[config.mk]
export PLATFORM = sky130hd
export DESIGN_NAME = vid_cnt2sync
export DESIGN_NICKNAME = d
export VERILOG_FILES = /design/src/rtl/vid_cnt2sync.sv
export SDC_FILE = /design/constraint.sdc
export NUM_CORES = 1
export LEC_CHECK = 0
export ABC_AREA = 1
export ABC_CLOCK_PERIOD_IN_PS = 1250
export BUFFER_PORTS_ARGS = -buffer_cell sky130_fd_sc_hd__buf_2
export CAP_MARGIN = 20
export CELL_PAD_IN_SITES_DETAIL_PLACEMENT = 0
export CELL_PAD_IN_SITES_GLOBAL_PLACEMENT = 1
export CORE_UTILIZATION = 25
export DETAILED_ROUTE_END_ITERATION = 8
export HOLD_SLACK_MARGIN = 0.05
export PLACE_DENSITY_LB_ADDON = 0.1
export SYNTH_ARGS = -nofsm -noshare
export SYNTH_HDL_FRONTEND = slang
export SYNTH_SLANG_ARGS = --single-unit
[constraint.sdc]
create_clock -name clk -period 1.25 [get_ports clk]
set_input_delay 0.1875 -clock clk [delete_from_list [all_inputs] [get_ports clk]]
set_output_delay 0.1875 -clock clk [all_outputs]
set_load 0.05 [all_outputs]
[src/rtl/vid_cnt2sync.sv]
// Video timing generator: free-running h/v counters with registered sync, DE and strobes.
// Optional VID_CNT2SYNC_GENLOCK_EN adds in_ext_fs to realign the frame to an external frame start.
module vid_cnt2sync #(
    parameter int unsigned H_ACTIVE      = 1280,
    parameter int unsigned H_FRONT_PORCH = 110,
    parameter int unsigned H_SYNC_WIDTH  = 40,
    parameter int unsigned H_BACK_PORCH  = 220,
    parameter int unsigned V_ACTIVE      = 720,
    parameter int unsigned V_FRONT_PORCH = 5,
    parameter int unsigned V_SYNC_WIDTH  = 5,
    parameter int unsigned V_BACK_PORCH  = 20,
    parameter bit          H_SYNC_POL    = 1'b1,
    parameter bit          V_SYNC_POL    = 1'b1,
    localparam int unsigned H_FRAME = H_ACTIVE + H_FRONT_PORCH + H_SYNC_WIDTH + H_BACK_PORCH,
    localparam int unsigned V_FRAME = V_ACTIVE + V_FRONT_PORCH + V_SYNC_WIDTH + V_BACK_PORCH,
    localparam int unsigned HW      = $clog2(H_FRAME),
    localparam int unsigned VW      = $clog2(V_FRAME)
) (
    input  logic          clk,
    input  logic          rst,
    input  logic          en,
`ifdef VID_CNT2SYNC_GENLOCK_EN
    input  logic          in_ext_fs,
`endif
    output logic          out_valid,
    output logic [HW-1:0] out_hcnt,
    output logic [VW-1:0] out_vcnt,
    output logic          out_hsync,
    output logic          out_vsync,
    output logic          out_de,
    output logic          out_ls,
    output logic          out_fs
);

    localparam int unsigned HS_START = H_ACTIVE + H_FRONT_PORCH;
    localparam int unsigned HS_END   = HS_START + H_SYNC_WIDTH;
    localparam int unsigned VS_START = V_ACTIVE + V_FRONT_PORCH;
    localparam int unsigned VS_END   = VS_START + V_SYNC_WIDTH;

    logic [HW-1:0] h_q, h_d;
    logic [VW-1:0] v_q, v_d;
    logic          h_last, v_last;
    logic          de_c, hs_c, vs_c, ls_c, fs_c;
    logic          load_zero;

`ifdef VID_CNT2SYNC_GENLOCK_EN
    logic ext_fs_q;
    logic pend_q, pend_d;

    // A fresh edge wins over consumption so an edge arriving on a load cycle is not lost.
    assign pend_d    = (pend_q & ~en) | (in_ext_fs & ~ext_fs_q);
    assign load_zero = pend_q;

    always_ff @(posedge clk) begin
        if (rst) begin
            ext_fs_q <= 1'b0;
            pend_q   <= 1'b0;
        end else begin
            ext_fs_q <= in_ext_fs;
            pend_q   <= pend_d;
        end
    end
`else
    assign load_zero = 1'b0;
`endif

    // Decodes are widened to 32 bits so end-of-range bounds equal to 2^HW do not truncate.
    always_comb begin
        // NOTE: every combinational output gets a default first, so no path can infer a latch.
        h_last = (32'(h_q) == H_FRAME - 1);
        v_last = (32'(v_q) == V_FRAME - 1);
        de_c   = (32'(h_q) < H_ACTIVE) && (32'(v_q) < V_ACTIVE);
        hs_c   = (32'(h_q) >= HS_START) && (32'(h_q) < HS_END);
        vs_c   = (32'(v_q) >= VS_START) && (32'(v_q) < VS_END);
        ls_c   = (h_q == '0);
        fs_c   = (h_q == '0) && (v_q == '0);
        h_d    = h_last ? '0 : h_q + 1'b1;
        v_d    = v_q;
        if (h_last) begin
            v_d = v_last ? '0 : v_q + 1'b1;
        end
        if (load_zero) begin
            h_d = '0;
            v_d = '0;
        end
    end

    // Outputs capture the pre-advance state, so every field describes the same sample.
    always_ff @(posedge clk) begin
        if (rst) begin
            // NOTE: sequential state uses non-blocking assignments so all registers see pre-edge values.
            h_q       <= '0;
            v_q       <= '0;
            out_valid <= 1'b0;
            out_hcnt  <= '0;
            out_vcnt  <= '0;
            out_hsync <= ~H_SYNC_POL;
            out_vsync <= ~V_SYNC_POL;
            out_de    <= 1'b0;
            out_ls    <= 1'b0;
            out_fs    <= 1'b0;
        end else begin
            out_valid <= en;
            if (en) begin
                h_q       <= h_d;
                v_q       <= v_d;
                out_hcnt  <= h_q;
                out_vcnt  <= v_q;
                out_hsync <= ~(hs_c ^ H_SYNC_POL);
                out_vsync <= ~(vs_c ^ V_SYNC_POL);
                out_de    <= de_c;
                out_ls    <= ls_c;
                out_fs    <= fs_c;
            end
        end
    end

endmodule
==> flow_summary.ini <==
[clock_tree]
clkTransAtPathRegs_ns = 0.09
cts-root-buf = clkbuf_8
cts_tree = done
clockBufferDepth = 2
clk_latency_ns = 0.30
h-tree-depth = 2
numCtsBuffers = 5
cts_sinks = 48

[grt]
grt_pass1_wl_mm = 11.3
gr-total-overflow = 0
grt_usage = 0.151
antenna_found_initial = 0
grt_pass1_vias = 2187
grt_max_degree = 30

[floorplan]
top_level_ports = 30
dieHeight_um = 99.0
die_x_um = 99.0
core.rowCount = 35
core_um2 = 9150
initial_utilization = 0.257
die_area_um2 = 9790

[placed_design]
place.gp.congestion = 0.842
dp_cells = 501
port_buffers = 29
dp_slack_ns = -0.180
dp.final_hpwl_mm = 5.29

[yosys]
synthArstFlopShare = 0
synth_top_area_frac = 0.409
synthTopCellsByCount = nand2_1 (69), dfxtp_1 (48), nor2_1 (42)
synth_cell_types = 29
ys_ff_latch = 48
ys.warnings.count = 0
yosys-top-cells-area = dfxtp_1 (41%), nand2_1 (11%), nor2_1 (6.7%)
synth-main-ff-cell = dfxtp_1
synth_nets = 332
yosys.area.top_type = dfxtp_1
yosysMostFrequentCell = nand2_1
synth_edf_count = 0
synth_area_um2 = 2350
seq_area_frac_synth = 0.409
netlist_instances = 322
syn_avg_cell_area_um2 = 7.30

[worst_setup_path]
critical_path.startpoint = h_q[0]$_SDFFE_PP0P_
crit_end = h_q[6]$_SDFFE_PP0P_
rr_worst_depth = 7
crit_chain = ha_2, nand3_2, nor2_2, nand2_1, o21ai_0, o21ai_0, nor2_1
critPathTopFamily = simple AND/OR/NAND/NOR gates
regToRegSetupSlack_ns = -0.08
path_max_fanout = 4
crit_top_cell = o21ai_0
crit_cells = 7
r2r-start = h_q[0]$_SDFFE_PP0P_
regToRegEndpoint = h_q[6]$_SDFFE_PP0P_
cpMaxStageDelayCell = dfxtp_4
end_kind = register
critPathLaunchType = register
cp_slowest_stage_delay_ns = 0.39
critical_path_buf_inv_count = 0
crit_type = register to register
cp.required_ns = 1.49
arrival_ns = 1.57

[routing]
first_pass_iters = 4
wl_per_cell_um = 13.6
num_vias = 2248
drc = 0
postRouteAntennaNets = 0
initialDrtViolationCount = 84
routed_wl_mm = 6.98
via_per_inst = 4.38

[sta]
slew_headroom = 0.803
setup-violations-final = 17
finalCritPeriodShare = 1.06
fin_crit_ns = 1.33
rsz0062_at_grt = true
worstMarginPinSlew_ns = 0.295
worst_slack_ns = -0.0784
hold_viol_final = 0
max_freq_mhz = 753
fin_hold_ws_ns = 0.294
fin_skew_ns = 0.00951
maxSlewViolCount = 0

[power_and_ir_drop]
p_switching_uw = 871
clockPowerShare = 0.364
power_frac_seq = 0.505
p_sw_frac = 0.276
p_per_area_nw_per_um2 = 957
ir_drop_v = 0.000420
p_int_uw = 2290
comb_power_share = 0.130
leakagePower_uw = 0.00142

[cells_and_area]
fin_cells = 513
area_delta_synth_final_pct = 40.6
fin_nets = 411
fin_util = 0.361
drive_gt1_frac = 0.393
num_antenna_cells = 0

[run_status]
run_status = finished, violations left
violations = negative setup slack

[hold_path]
worstHoldPathType = input pin to register

[run]
drv_cap = 0
==> flip-flops by register name, indices dropped and copies added, names as in the netlist <==
signal,count
out_vcnt,10
out_valid,1
out_vsync,1
v_q,10
out_de,1
out_hsync,1
h_q,11
out_hcnt,11
out_fs,1
out_ls,1
==> power by group through the flow <==
stage | clock, µW | sequential, µW | combinational [µW]
3_3_place_gp | 0 | 1630 | 389
2_1_floorplan | 0 | 1770 | 135
6_report | 1150 | 1600 | 412
5_1_grt | 1260 | 1610 | 445
3_5_place_dp | 0 | 1630 | 389
4_1_cts | 1210 | 1600 | 411
==> logic make-up (layout without fill, tap and decap cells) <==
group,after synthesis,count (layout),synth area share
fa+ha+maj,7,7,0.0373
buf+inv,45,125,0.0916
simple gates,158,158,0.309
xor+xnor,6,6,0.0224
compound gates,58,58,0.131
flops,48,48,0.409
==> routing by layer <==
metal	global-route usage	wire length, µm
met1	0.228	3870
met2	0.217	2800
met3	0.0255	254
met4	0.0413	48
met5	0	0
==> metrics by stage <==
step	TNS, ns	power (µW)	area (µm²)
after floorplan	0	1910	2360
after global placement	-2.00	2020	2950
after detailed placement	-2.31	2020	2950
after CTS	-0.625	3210	3200
after global routing	-2.73	3320	3300
final	-0.566	3160	3300
==> area by class of cell <==
cell class,instances,area [µm²]
Fill cell,985,5850
Multi-Input combinational cell,229,1360
Tap cell,111,139
Sequential cell,48,982
Clock buffer,5,68.8
Clock inverter,3,42.5
Timing Repair Buffer,86,593
Inverter,31,121
==> worst register-to-register path: stages (launching register included) <==
cell and delay, ns:
dfxtp_4 0.39, ha_2 0.20, nand3_2 0.11, nor2_2 0.15
nand2_1 0.09, o21ai_0 0.14, o21ai_0 0.10, nor2_1 0.08
==> cells in the final DEF (no fill, tap or decap), types with 2 or more instances in the layout <==
cell type	instances
o211ai_1	2
ha_4	3
nor3_1	2
dfxtp_4	2
a21oi_1	28
a211oi_1	3
buf_2	29
o21ai_1	5
o21ai_0	18
inv_2	5
nor2_4	5
nand2_4	3
clkbuf_8	5
nand3_1	10
nand3_2	11
dfxtp_2	11
ha_2	2
buf_6	2
nand2_2	3
xor2_1	5
nor2_2	10
buf_4	54
inv_1	24
nand4_1	7
nand2_1	65
nor2_1	34
dfxtp_1	35
inv_4	2
nor3_2	3
ha_1	2
==> worst min path at each step <==
stage / startpoint / end / slack, ns / depth (start not counted)
floorplan: rst / out_fs$_SDFFE_PP0P_ / 0.43 / 2
global placement: out_hcnt[4]$_SDFFE_PP0P_ / out_hcnt[4]$_SDFFE_PP0P_ / 0.44 / 2
detailed placement: out_hcnt[4]$_SDFFE_PP0P_ / out_hcnt[4]$_SDFFE_PP0P_ / 0.45 / 2
global route: rst / v_q[4]$_SDFFE_PP0P_ / 0.31 / 3
CTS: rst / v_q[2]$_SDFFE_PP0P_ / 0.31 / 3
finish: rst / v_q[4]$_SDFFE_PP0P_ / 0.29 / 3
==> what timing repair did <==
| action | in CTS | in global routing |
|---|---|---|
| pin swaps | 11 | 7 |
| hold buffers | 0 | 0 |
| resized for setup | 38 | 28 |
| buffers inserted | 4 | 0 |
| endpoints found under the setup margin | 24 | 24 |
No activity file was read; power rests on OpenSTA's default activity.
